## src/rtl/sync_fifo_ext_if.sv

```systemverilog
// Handshake bundle for sync_fifo_ext: write request/data in, read request in, read data/valid out.
// The master side drives the requests; the FIFO is the slave.
interface sync_fifo_ext_if #(
  parameter int BITWID = 8
);
  logic              wr_en;
  logic [BITWID-1:0] wr_data;
  logic              rd_en;
  logic [BITWID-1:0] rd_data;
  logic              rd_data_vld;

  modport master (
    output wr_en, wr_data, rd_en,
    input  rd_data, rd_data_vld
  );

  modport slave (
    input  wr_en, wr_data, rd_en,
    output rd_data, rd_data_vld
  );
endinterface

```

## src/rtl/sync_fifo_ext.sv

```systemverilog
// Synchronous FIFO with programmable almost-full/almost-empty levels, flush and sticky error flags.
// Define SYNC_FIFO_FWFT_EN for first-word fall-through reads; the default build is registered-read.
module sync_fifo_ext #(
  parameter int DEEPWID = 3,
  parameter int BITWID  = 8
) (
  input  logic               clk,
  input  logic               rst,
  input  logic               flush,
  input  logic               err_clr,
  sync_fifo_ext_if.slave     bus,
  input  logic [DEEPWID:0]   cfg_almost_full,
  input  logic [DEEPWID:0]   cfg_almost_empty,
  output logic               full,
  output logic               empty,
  output logic               almost_full,
  output logic               almost_empty,
  output logic [DEEPWID:0]   fifo_num,
  output logic               overflow,
  output logic               underflow
);

  localparam int               DEPTH_INT = 1 << DEEPWID;
  localparam logic [DEEPWID:0] DEPTH     = (DEEPWID+1)'(DEPTH_INT);

  logic [BITWID-1:0]  mem [DEPTH_INT];
  logic [DEEPWID-1:0] wr_ptr;
  logic [DEEPWID-1:0] rd_ptr;
  logic               wr_acc;
  logic               rd_acc;

  assign full         = (fifo_num == DEPTH);
  assign empty        = (fifo_num == '0);
  assign almost_full  = (fifo_num >= cfg_almost_full);
  assign almost_empty = (fifo_num <= cfg_almost_empty);

  // Acceptance is judged on the flags at the start of the cycle, so a write
  // into a full FIFO is dropped even when a read frees a slot the same cycle.
  assign wr_acc = bus.wr_en && !full  && !flush;
  assign rd_acc = bus.rd_en && !empty && !flush;

  always_ff @(posedge clk) begin
    if (wr_acc) begin
      mem[wr_ptr] <= bus.wr_data;
    end
  end

  always_ff @(posedge clk) begin
    if (rst || flush) begin
      wr_ptr   <= '0;
      rd_ptr   <= '0;
      fifo_num <= '0;
    end else begin
      if (wr_acc) begin
        wr_ptr <= wr_ptr + DEEPWID'(1);
      end
      if (rd_acc) begin
        rd_ptr <= rd_ptr + DEEPWID'(1);
      end
      case ({wr_acc, rd_acc})
        2'b10:   fifo_num <= fifo_num + (DEEPWID+1)'(1);
        2'b01:   fifo_num <= fifo_num - (DEEPWID+1)'(1);
        default: fifo_num <= fifo_num;
      endcase
    end
  end

  // A fresh error event outranks err_clr, so the flag survives a coincident clear.
  always_ff @(posedge clk) begin
    if (rst) begin
      overflow  <= 1'b0;
      underflow <= 1'b0;
    end else begin
      overflow  <= (bus.wr_en && full  && !flush) || (overflow  && !err_clr);
      underflow <= (bus.rd_en && empty && !flush) || (underflow && !err_clr);
    end
  end

`ifdef SYNC_FIFO_FWFT_EN
  assign bus.rd_data_vld = !empty;
  assign bus.rd_data     = empty ? '0 : mem[rd_ptr];
`else
  logic [BITWID-1:0] rd_data_q;
  logic              rd_data_vld_q;

  always_ff @(posedge clk) begin
    if (rst) begin
      rd_data_q     <= '0;
      rd_data_vld_q <= 1'b0;
    end else begin
      rd_data_vld_q <= rd_acc;
      if (rd_acc) begin
        rd_data_q <= mem[rd_ptr];
      end
    end
  end

  assign bus.rd_data_vld = rd_data_vld_q;
  assign bus.rd_data     = rd_data_q;
`endif

endmodule

```

## src/flat_wrapper.sv

```systemverilog
// flat-port wrapper written by rule: the top's interface ports become plain ports
module sync_fifo_ext_flat 
#(
  parameter int DEEPWID = 3,
  parameter int BITWID  = 8
)
  (clk, rst, flush, err_clr, cfg_almost_full, cfg_almost_empty, full, empty, almost_full, almost_empty, fifo_num, overflow, underflow, bus_wr_en, bus_wr_data, bus_rd_en, bus_rd_data, bus_rd_data_vld);
  sync_fifo_ext_if #(.BITWID(BITWID)) bus_i ();
  input  logic clk;
  input  logic rst;
  input  logic flush;
  input  logic err_clr;
  input  logic [DEEPWID:0] cfg_almost_full;
  input  logic [DEEPWID:0] cfg_almost_empty;
  output logic full;
  output logic empty;
  output logic almost_full;
  output logic almost_empty;
  output logic [DEEPWID:0] fifo_num;
  output logic overflow;
  output logic underflow;
  input wire logic [$bits(bus_i.wr_en)-1:0] bus_wr_en;
  input wire logic [$bits(bus_i.wr_data)-1:0] bus_wr_data;
  input wire logic [$bits(bus_i.rd_en)-1:0] bus_rd_en;
  output wire logic [$bits(bus_i.rd_data)-1:0] bus_rd_data;
  output wire logic [$bits(bus_i.rd_data_vld)-1:0] bus_rd_data_vld;
  assign bus_i.wr_en = bus_wr_en;
  assign bus_i.wr_data = bus_wr_data;
  assign bus_i.rd_en = bus_rd_en;
  assign bus_rd_data = bus_i.rd_data;
  assign bus_rd_data_vld = bus_i.rd_data_vld;
  sync_fifo_ext #(.DEEPWID(DEEPWID), .BITWID(BITWID)) u_core (.clk(clk), .rst(rst), .flush(flush), .err_clr(err_clr), .bus(bus_i), .cfg_almost_full(cfg_almost_full), .cfg_almost_empty(cfg_almost_empty), .full(full), .empty(empty), .almost_full(almost_full), .almost_empty(almost_empty), .fifo_num(fifo_num), .overflow(overflow), .underflow(underflow));
endmodule
```

## config.mk

```make
export PLATFORM = sky130hd
export DESIGN_NAME = sync_fifo_ext_flat
export DESIGN_NICKNAME = d
export VERILOG_FILES = /design/src/rtl/sync_fifo_ext_if.sv /design/src/rtl/sync_fifo_ext.sv /design/src/flat_wrapper.sv
export SDC_FILE = /design/constraint.sdc
export NUM_CORES = 1
export LEC_CHECK = 0
export BUFFER_PORTS_ARGS = -buffer_cell sky130_fd_sc_hd__buf_2
export CORE_ASPECT_RATIO = 0.9
export CORE_UTILIZATION = 40
export DETAILED_ROUTE_END_ITERATION = 10
export PLACE_DENSITY_LB_ADDON = 0.2
export SYNTH_ARGS = -nofsm -noshare
export SYNTH_HDL_FRONTEND = slang
export SYNTH_SLANG_ARGS = --single-unit
```

## constraint.sdc

```tcl
create_clock -name clk -period 3 [get_ports clk]
set_input_delay 0.6 -clock clk [delete_from_list [all_inputs] [get_ports clk]]
set_output_delay 0.6 -clock clk [all_outputs]
set_load 0.02 [all_outputs]
```

Word-level counts from Yosys, hierarchy flattened
Memories as Yosys holds them, arrays and structs flattened. A register that Yosys moved wholly into a read port is not among the register bits.
Cells that the tools add are included.
Operators by class
  add/subtract/negate cells: 4
  order comparisons: 2
  eq/ne operators: 3
  muxes and demuxes: 3
  reductions and logical operators: 19
Operator list (count)
  logical AND 1 bit: 10
  one-hot mux 4 bit (2 select lines): 1
  adder 3 x 1 -> 3 bit (second input constant): 2
  adder 4 x 1 -> 4 bit (second input constant): 1
  == test 4 bit (second input constant): 1
  greater-or-equal comparator 4 bit: 1
  less-or-equal comparator 4 bit: 1
  logical NOT 1 bit: 4
  logical NOT 4 bit: 1
  subtractor 4 x 1 -> 4 bit (second input constant): 1
  logical OR 1 bit: 3
  == test 2 x 1 -> 1 bit (second input constant): 1
  == test 2 bit (second input constant): 1
  two-way mux 1 bit: 2
  nonzero test 2 bit: 1
Word-level totals
  register bits after elaboration: 13
  bits in writable memories: 64
  input bits: 22
  memories kept: 1
Memories
  u_core.mem: depth 8, bits a word 8, read ports 1, clocked after Yosys merged registers in 1, write ports 1, RTL line sync_fifo_ext.sv:26  | logic [BITWID-1:0] mem [DEPTH_INT];

Logic depth before layout (Yosys ltp)
Gate-level depths: netlist (run 1).
  depth after elaboration: 6
  depth in mapped cells: 10
  mapped depth without buffers: 9

Worst setup path before layout (run 1)
OpenSTA, ideal clock, no wires.
  kind: register to register
  start point: register u_core.fifo_num[3]
  end point: register u_core.fifo_num[2]
  setup time: 0.128 ns
  arrival: 2.433 ns
  slack: 0.439 ns
  cell stages (with the launch flop): 11
  path buffers: 1
  clock period less this slack: 2.561 ns
  cells stage by stage: dfxtp_1 > nor4b_2 > nand2b_1 > buf_2 > ha_1 > inv_1 > fa_1 > xor2_1 > nor2_1 > a21oi_1 > nor2_1
On the way
  longest elaborated chain between the ends: 6
RTL lines
  start, declared: RTL line sync_fifo_ext.sv:18  | output logic [DEEPWID:0] fifo_num,
  start signal, assigned: RTL line sync_fifo_ext.sv:61  | 2'b10: fifo_num <= fifo_num + (DEEPWID+1)'(1);
  start signal, assigned: RTL line sync_fifo_ext.sv:62  | 2'b01: fifo_num <= fifo_num - (DEEPWID+1)'(1);
  start signal, assigned: RTL line sync_fifo_ext.sv:63  | default: fifo_num <= fifo_num;
  == test 4 bit *: RTL line sync_fifo_ext.sv:32  | assign full = (fifo_num == DEPTH);
  net full: RTL line flat_wrapper.sv:15  | output logic full;
  logical NOT 1 bit *: RTL line sync_fifo_ext.sv:39  | assign wr_acc = bus.wr_en && !full && !flush;
  logical AND 1 bit * (2 in series): RTL line sync_fifo_ext.sv:39
  == test 2 x 1 -> 1 bit or == test 2 bit (tied branches): RTL line sync_fifo_ext.sv:60  | case ({wr_acc, rd_acc})
  one-hot mux 4 bit (2 select lines) or nonzero test 2 bit (tied branches)
The timed path passes the listed nets; every way through them passes the cells marked *.
A chain may end at the register's enable or synchronous reset.

Final worst setup path (run 1)
  start point: register u_core.fifo_num[0]
  end point: output port almost_full
On the way
  longest elaborated chain between the ends: 1
RTL lines
  greater-or-equal comparator 4 bit: RTL line sync_fifo_ext.sv:34  | assign almost_full = (fifo_num >= cfg_almost_full);
  end, declared: RTL line flat_wrapper.sv:17  | output logic almost_full;
No other way between the ends.

==> flow_summary.json, run 1 <==
{
  "status": "complete, no violations",
  "die_h_microns": 91.7,
  "ys_types": 40,
  "grt_use_met1_pct": 21.0,
  "start_util_pct": 41.5,
  "dp_cells": 389,
  "finalSetupTns_ns": 0,
  "synthMostInstantiatedCell": "edfxtp_1",
  "final-max-slew-violation-count": 0,
  "ctsResizeCount": 0,
  "end_kind": "primary output",
  "gp_congestion": 0.713,
  "ant_nets": 0,
  "wirelength_microns": 6470,
  "rows": 32,
  "grt_max_degree": 19,
  "routedWlPerCell_microns": 16.0,
  "synthFlopType": "edfxtp_1",
  "cp_slowest_stage_delay_ns": 0.45,
  "synth_area_per_cell_sq_um": 15.6,
  "drt_iter0_drc": 103,
  "yosysTopAreaCell": "edfxtp_1",
  "seqCellArea_sq_mm": 0.00234,
  "drcViolationCount": 0,
  "powerDensity_mw_per_mm2": 502,
  "core_area_sq_mm": 0.00861,
  "p_leak_uw": 0.00149,
  "syn_area_sq_mm": 0.00357,
  "fin_worst_skew_ns": 0.0106,
  "fillers": 769,
  "synth_seq_area_share_pct": 65.6,
  "vdd_drop_max_mv": 0.351,
  "finalCritPeriodShare_pct": 87.6,
  "use_met3_pct": 4.57,
  "cp_cell_sequence": "inv_1 > ha_1 > nand2b_1 > a21o_1 > a21o_1 > a21o_1 > buf_2",
  "dr.pass1.iters": 4,
  "cts_tree": "built",
  "syn_to_final_growth_pct": 15.0,
  "grt_pass1_vias": 1934,
  "cts-htree-levels": 3,
  "cp.arrival_ns": 2.03,
  "clk_path_buf_depth": 2,
  "synth_nets": 265,
  "clkLatencyLatePin_ns": 0.35,
  "die_width_microns": 102,
  "diodes": 0,
  "yosys.area.top_type_share_pct": 53.8,
  "synthTopCellsByArea": "edfxtp_1 (54%), dfxtp_1 (12%), mux4_2 (10%), ha_1 (4.6%), nor2_1 (2.1%)",
  "synthTopCellsByCount": "edfxtp_1 (64), dfxtp_1 (21), nor2_1 (20)",
  "finalSetupViolations": 0,
  "drive_gt1_share_pct": 34.4,
  "synth_edf_count": 64,
  "place_ws_ns": 0.447,
  "hold_class": "reg2reg",
  "hold_start": "u_core.bus.rd_data[6]",
  "ys_ff_latch": 85,
  "nets": 317,
  "async_reset_ff_share_pct": 0,
  "final_cells": 404,
  "setup_slack_ns": 0.372,
  "dp_hpwl_microns": 4220,
  "hold_buffers": 0,
  "tightest_slew_ns": 0.886,
  "cts.sinks": 85,
  "cts-buffers-inserted": 9,
  "grt_overflow": 0,
  "vias": 1984,
  "crit_start": "u_core.fifo_num[0]",
  "fin_util_pct": 47.7,
  "clkTransAtPathRegs_ns": 0.08,
  "cp_common_cell": "a21o_1",
  "slew_headroom_pct": 40.8,
  "grt_pass1_wl_microns": 10000,
  "track_usage_pct": 15.2,
  "busiest_layer": "met2",
  "worstSetupPathType": "reg2out",
  "r2r_slack_ns": 0.44,
  "max_clock_freq_ghz": 0.380,
  "critPathLaunchType": "flop",
  "worstPathMaxFanout": 6,
  "portBuffers": 40,
  "rsz0062_at_grt": "no",
  "multi_input_area_sq_mm": 0.00113,
  "ios": 41,
  "post_drt_via_cell_ratio": 4.91,
  "netlist_instances": 229,
  "clockRootBuffer": "clkbuf_8",
  "yosys_warnings": 0,
  "crit-reg2reg-launch": "u_core.fifo_num[3]",
  "cap_violations": 0,
  "cts_setup_buffers": 0,
  "cp_slowest_cell": "dfxtp_1",
  "die_area_sq_mm": 0.00931,
  "hold_viol_final": 0,
  "min_period_ns": 2.63,
  "antenna_found_initial": 0,
  "cp_data_required_time_ns": 2.40,
  "holdWs_ns": 0.488,
  "use_met2_pct": 22.9
}
## layout make-up
type | instances | share of cell area (%)
Sequential cell | 85 | 57.0
Timing Repair Buffer | 50 | 6.70
Clock inverter | 5 | 0.883
Clock buffer | 10 | 3.11
Tap cell | 119 | 3.62
Multi-Input combinational cell | 123 | 27.6
Inverter | 12 | 1.10
## metrics by stage
| stage | total power, uW | instance area, sq um |
|---|---|---|
| after global placement | 1400 | 3950 |
| after global routing | 2150 | 4110 |
| after detailed placement | 1410 | 3950 |
| after floorplan | 1360 | 3570 |
| after CTS | 2090 | 4110 |
| final | 2060 | 4110 |
## cell families after synthesis
logic type      Yosys count  share of synthesized area (%)
fa+ha+maj                14                           5.11
buf+inv                  21                           2.70
compound gates           22                           3.85
mux                      18                           10.6
flops                    85                           65.6
simple gates             63                           10.6
xor+xnor                  6                           1.47
## critical path, delay by kind of cell, from the launching register on
kind	cells	cell delay, ns
adders and majority gates	1	0.28
and+or+nand+nor	1	0.14
AOI/OAI and AO/OA	3	0.52
DFF	1	0.45
buffers and inverters	2	0.30
## worst paths after layout
check	endpoint	cells past startpoint
worst min-delay path	u_core.bus.rd_data[6]	2
worst max register to register	u_core.fifo_num[3]	8
worst min register to register	u_core.bus.rd_data[6]	2
worst max-delay path	almost_full	7
## where the power goes
group	internal, uW	switching, uW	total [uW]
combinational	41.1	58.4	99.4
sequential	1270	5.71	1280
clock	298	389	686
total	1610	453	2060
## placed cells by master, fill, tap and decap left out, drive strengths merged, types with 5 or more instances in the layout
master / count
a21oi: 5
buf: 50
clkbuf: 10
dfxtp: 21
edfxtp: 64
ha: 13
inv: 13
mux4: 16
nor2: 26
nor2b: 6
nor3: 12
o22ai: 8
## state kept, by name, summed over array words and instances (netlist names)
| name | count |
|---|---|
| u_core.wr_ptr | 3 |
| u_core.bus.rd_data | 8 |
| u_core.fifo_num | 4 |
| u_core.bus.rd_data_vld | 1 |
| u_core.overflow | 1 |
| u_core.underflow | 1 |
| u_core.mem | 64 |
| u_core.rd_ptr | 3 |
## routing by layer
metal / routed length, microns / part of all wire, %
met2: 2960 / 46
met1: 3170 / 49
met3: 258 / 4.0
met5: 0 / 0
met4: 73 / 1.1
Note: power is estimated with default switching activity, not from simulation.
==> run 2: changes to the inputs <==
CORE_UTILIZATION = 50   (was 40)
==> run 2 against run 1 <==
  * Cell count fell by 5.9%
  * Hold slack improved by 0.019 ns
  * Clock power rose by 15%
  * Critical path depth did not move
  * Final area rose by 0.61%
  * Die area fell by 20%
  * Utilization rose by 14 points
  * Critical endpoint unchanged
  * Largest cell class unchanged
  * Largest power group unchanged
  * Highest routed layer unchanged
==> flow_summary.json, run 2 (synthesis results as in run 1) <==
{
  "status": "complete, no violations",
  "dpl-instance-area_sq_mm": 0.00394,
  "hold_buffers": 0,
  "grt_pass1_wl_microns": 10300,
  "grt_overflow": 0,
  "p_leak_uw": 0.00154,
  "start_util_pct": 53.1,
  "worstPathMaxFanout": 6,
  "drive_gt1_share_pct": 36.2,
  "grt_max_degree": 19,
  "nets": 321,
  "wirelength_microns": 6560,
  "dp_cells": 364,
  "cp.arrival_ns": 2.02,
  "vias": 2070,
  "drcViolationCount": 0,
  "finalCritPeriodShare_pct": 87.5,
  "cap_violations": 0,
  "finalSetupViolations": 0,
  "critPathLaunchType": "flop",
  "cp_data_required_time_ns": 2.40,
  "rsz0062_at_grt": "no",
  "clockRootBuffer": "clkbuf_8",
  "r2r_slack_ns": 0.48,
  "min_period_ns": 2.62,
  "final_cell_mix": "edfxtp_1 (64), buf_2 (40), dfxtp_1 (21), nor2_1 (20), mux4_2 (16)",
  "min_path_cells": 2,
  "final_common_cell": "edfxtp_1",
  "cts.sinks": 85,
  "stdcell_area_sq_mm": 0.00413,
  "diodes": 0,
  "drt_iter0_drc": 126,
  "post_drt_via_cell_ratio": 5.45,
  "rows": 28,
  "vdd_drop_max_mv": 0.434,
  "hold_start": "u_core.bus.rd_data[3]",
  "largest_reg_flops": 64,
  "gp_congestion": 0.725,
  "rr_worst_depth": 8,
  "ios": 41,
  "cts-htree-levels": 3,
  "hold_viol_final": 0,
  "slew_headroom_pct": 39.6,
  "syn_to_final_growth_pct": 15.7,
  "crit-reg2reg-launch": "u_core.fifo_num[3]",
  "die_width_microns": 91.1,
  "routedWlPerCell_microns": 17.3,
  "powerDensity_mw_per_mm2": 524,
  "cts_tree": "built",
  "clk_path_buf_depth": 2,
  "antenna_found_initial": 0,
  "hold_end": "u_core.bus.rd_data[3]",
  "worstSetupPathType": "reg2out",
  "dr.pass1.iters": 4,
  "grt_pass1_vias": 1978,
  "fin_worst_skew_ns": 0.0103,
  "die_area_sq_mm": 0.00749,
  "cts_setup_buffers": 0,
  "dp_hpwl_microns": 4420,
  "ctsResizeCount": 0,
  "clkLatencyLatePin_ns": 0.35,
  "end_kind": "primary output",
  "fillers": 535,
  "portBuffers": 40,
  "hold_class": "reg2reg",
  "ant_nets": 0,
  "finalSetupTns_ns": 0,
  "regMostFlops": "u_core.mem",
  "final_cells": 380,
  "r2r-end": "u_core.fifo_num[3]",
  "cts-buffers-inserted": 9,
  "die_h_microns": 82.2,
  "clkTransAtPathRegs_ns": 0.09,
  "core_area_sq_mm": 0.00673,
  "max_clock_freq_ghz": 0.381,
  "track_usage_pct": 19.1,
  "holdWs_ns": 0.507,
  "final-max-slew-violation-count": 0,
  "tightest_slew_ns": 0.905
}
run 2: through the flow:
stage / power, uW / setup WS [ns] / utilization [%]
after floorplan: 1360 / 0.439 / -
after global placement: 1400 / 0.535 / 58.6
after detailed placement: 1410 / 0.459 / 58.6
after CTS: 2190 / 0.345 / 61.5
after global routing: 2250 / 0.222 / 61.5
final: 2170 / 0.376 / 61.5
run 2: critical path, stage by stage (launching register included):
cell and delay [ns]:
dfxtp_1 0.45, inv_1 0.14, ha_1 0.28, nand2b_1 0.14
a21o_1 0.17, a21o_1 0.17, a21o_1 0.18, buf_2 0.15
run 2: metal layers:
metal / track usage, % / up-vias / wire, microns
met4: 5.24 / 0 / 46
met2: 32.2 / 65 / 3170
li1: - / 974 / -
met3: 6.50 / 4 / 351
met5: 0 / - / 0
met1: 24.0 / 1027 / 2990
run 2: power by group:
part | switching [uW] | total (uW) | internal, uW
Combinational | 58.5 | 101 | 42.1
Sequential | 6.57 | 1280 | 1270
Clock | 398 | 786 | 387
Total | 463 | 2170 | 1700
run 2: worst max-delay path by stage:
| stage | slack (ns) | cells past startpoint | to | from |
|---|---|---|---|---|
| after floorplan | 0.44 | 10 | u_core.fifo_num[2] | u_core.fifo_num[3] |
| after global placement | 0.54 | 9 | u_core.fifo_num[3] | flush |
| after detailed placement | 0.46 | 9 | u_core.fifo_num[3] | flush |
| after CTS | 0.35 | 7 | almost_full | u_core.fifo_num[0] |
| after global routing | 0.22 | 7 | almost_full | u_core.fifo_num[0] |
| final | 0.38 | 7 | almost_full | u_core.fifo_num[0] |
run 2: area by class of cell:
| type | count | area [sq um] | area share [%] |
|---|---|---|---|
| timing repair buffer | 54 | 305 | 7.39 |
| tap | 90 | 113 | 2.72 |
| clock inverter | 7 | 71.3 | 1.73 |
| sequential | 85 | 2340 | 56.7 |
| clock buffer | 9 | 124 | 3.00 |
| inverter | 12 | 45.0 | 1.09 |
| multi-input combinational | 123 | 1130 | 27.4 |
==> run 3: changes to the inputs <==
PLACE_DENSITY = 0.81   (was not set)
PLACE_DENSITY_LB_ADDON = not set   (was 0.2)
==> run 3 against run 2 <==
  * Sequential power hardly changed
  * Via count is 2.2% lower
  * Clock skew is 0.0010 ns lower
  * Register-to-register slack better by 0.02 ns
  * Hold slack worse by 0.0098 ns
  * Worst setup slack worse by 0.0068 ns
  * Final area is 1.0% lower
  * Total power is 3.3% lower
  * Combinational power hardly changed
  * Utilization is 0.63 points lower
  * Count of clock-buffer cells in the layout stayed put
  * Sequential share of layout area is 0.59 points higher
  * Critical path type unchanged
  * Largest cell class unchanged
  * Highest routed layer unchanged
==> flow_summary.json, run 3 (synthesis results as in run 1) <==
{
  "combPwrFrac_pct": 4.7,
  "fin_total_pwr_uw": 2090,
  "die_h_microns": 82.2,
  "largest_reg_flops": 64,
  "clkTransAtPathRegs_ns": 0.09,
  "cap_violations": 0,
  "regMostFlops": "u_core.mem",
  "grt_overflow": 0,
  "finalSetupViolations": 0,
  "dr.pass1.iters": 4,
  "core_area_sq_mm": 0.00673,
  "vdd_drop_max_mv": 0.396,
  "fin_worst_skew_ns": 0.00931,
  "cts_setup_buffers": 0,
  "drt_iter0_drc": 151,
  "p_switching_uw": 475,
  "cp.arrival_ns": 2.03,
  "cts.sinks": 85,
  "stdcell_area_sq_mm": 0.00409,
  "worstSetupPathType": "reg2out",
  "place_ws_ns": 0.455,
  "ctsResizeCount": 0,
  "final-max-slew-violation-count": 0,
  "powerDensity_mw_per_mm2": 512,
  "slew_headroom_pct": 42.3,
  "vias": 2024,
  "rsz0062_at_grt": "no",
  "dp_cells": 361,
  "ant_nets": 0,
  "finalSetupTns_ns": 0,
  "hold_buffers": 0,
  "antenna_found_initial": 0,
  "syn_to_final_growth_pct": 14.5,
  "final_common_cell": "edfxtp_1",
  "cp_data_required_time_ns": 2.40,
  "cts_tree": "built",
  "nets": 318,
  "r2r-end": "u_core.fifo_num[3]",
  "ios": 41,
  "grt_pass1_wl_microns": 10200,
  "hold_viol_final": 0,
  "r2r_slack_ns": 0.50,
  "setup_slack_ns": 0.370,
  "max_clock_freq_ghz": 0.380,
  "status": "complete, no violations",
  "wirelength_microns": 6430,
  "hold_start": "u_core.bus.rd_data[0]",
  "final_cells": 377,
  "clkLatencyLatePin_ns": 0.36,
  "die_area_sq_mm": 0.00749,
  "grt_max_degree": 19,
  "portBuffers": 40,
  "seqPwrFrac_pct": 61.1,
  "tightest_slew_ns": 0.864,
  "hold_class": "reg2reg",
  "critPathLaunchType": "flop",
  "grt_pass1_vias": 1988,
  "drive_gt1_share_pct": 35.2,
  "rows": 28,
  "crit-reg2reg-launch": "u_core.fifo_num[3]",
  "rr_worst_depth": 8,
  "track_usage_pct": 18.8,
  "p_int_uw": 1620,
  "end_kind": "primary output",
  "gp_congestion": 0.785,
  "dp_hpwl_microns": 4280,
  "cts-buffers-inserted": 9,
  "worstPathMaxFanout": 6,
  "clk_path_buf_depth": 2,
  "final_cell_mix": "edfxtp_1 (64), buf_2 (40), dfxtp_1 (21), nor2_1 (20), mux4_2 (16)",
  "cts-htree-levels": 3,
  "finalCritPeriodShare_pct": 87.7,
  "drcViolationCount": 0,
  "routedWlPerCell_microns": 17.1,
  "die_width_microns": 91.1,
  "switching_share_pct": 22.7,
  "p_leak_uw": 0.00151,
  "p_clk_share_pct": 34.2,
  "min_path_cells": 2,
  "clockRootBuffer": "clkbuf_8",
  "start_util_pct": 53.1,
  "hold_end": "u_core.bus.rd_data[0]",
  "diodes": 0,
  "min_period_ns": 2.63,
  "dpl-instance-area_sq_mm": 0.00392,
  "post_drt_via_cell_ratio": 5.37
}
run 3: changes by cell type in the layout (fill, tap and decap cells not counted), sizes merged:
cell    before  now
buf         54   51
bufinv       1    0
clkinv       4    6
inv         14   13
run 3: how the worst max path moves through the flow:
| stage | end | slack [ns] | from | cells past startpoint |
|---|---|---|---|---|
| floorplan | u_core.fifo_num[2] | 0.44 | u_core.fifo_num[3] | 10 |
| global placement | u_core.fifo_num[3] | 0.55 | flush | 9 |
| detailed placement | u_core.fifo_num[3] | 0.46 | flush | 9 |
| CTS | almost_full | 0.34 | u_core.fifo_num[0] | 7 |
| global route | almost_full | 0.20 | u_core.fifo_num[0] | 7 |
| finish | almost_full | 0.37 | u_core.fifo_num[0] | 7 |
run 3: metrics by stage:
stage | hold slack (ns) | util [%]
after floorplan | 0.547 | -
after global placement | 0.490 | 58.2
after detailed placement | 0.490 | 58.2
after CTS | 0.490 | 60.8
after global routing | 0.501 | 60.8
final | 0.497 | 60.8
run 3: worst max-delay path: stages (launching register included):
cell and delay (ns):
dfxtp_1 0.45, inv_1 0.14, ha_1 0.28, nand2b_1 0.14
a21o_1 0.17, a21o_1 0.16, a21o_1 0.17, buf_2 0.15
run 3: power groups by stage:
stage	Sequential, uW	Combinational, uW	Clock [uW]
after floorplan	1310	53.0	0
after global placement	1300	96.6	0
after detailed placement	1310	99.2	0
after CTS	1280	99.7	731
after global routing	1280	110	772
final	1280	98.5	716
run 3: metal layers:
metal | vias up | track usage [%] | wire (microns)
li1 | 975 | - | -
met1 | 952 | 24.5 | 2830
met2 | 93 | 30.5 | 3030
met3 | 4 | 5.59 | 528
met4 | 0 | 6.67 | 40
met5 | - | 0 | 0
run 3: final cells by class:
type,count,area [sq um]
fillers,508,2640
flip-flops and latches,85,2340
multi-input cells,123,1130
repair buffers,51,283
clock buffers,9,124
well taps,90,113
clock inverters,7,51.3
inverters,12,45.0
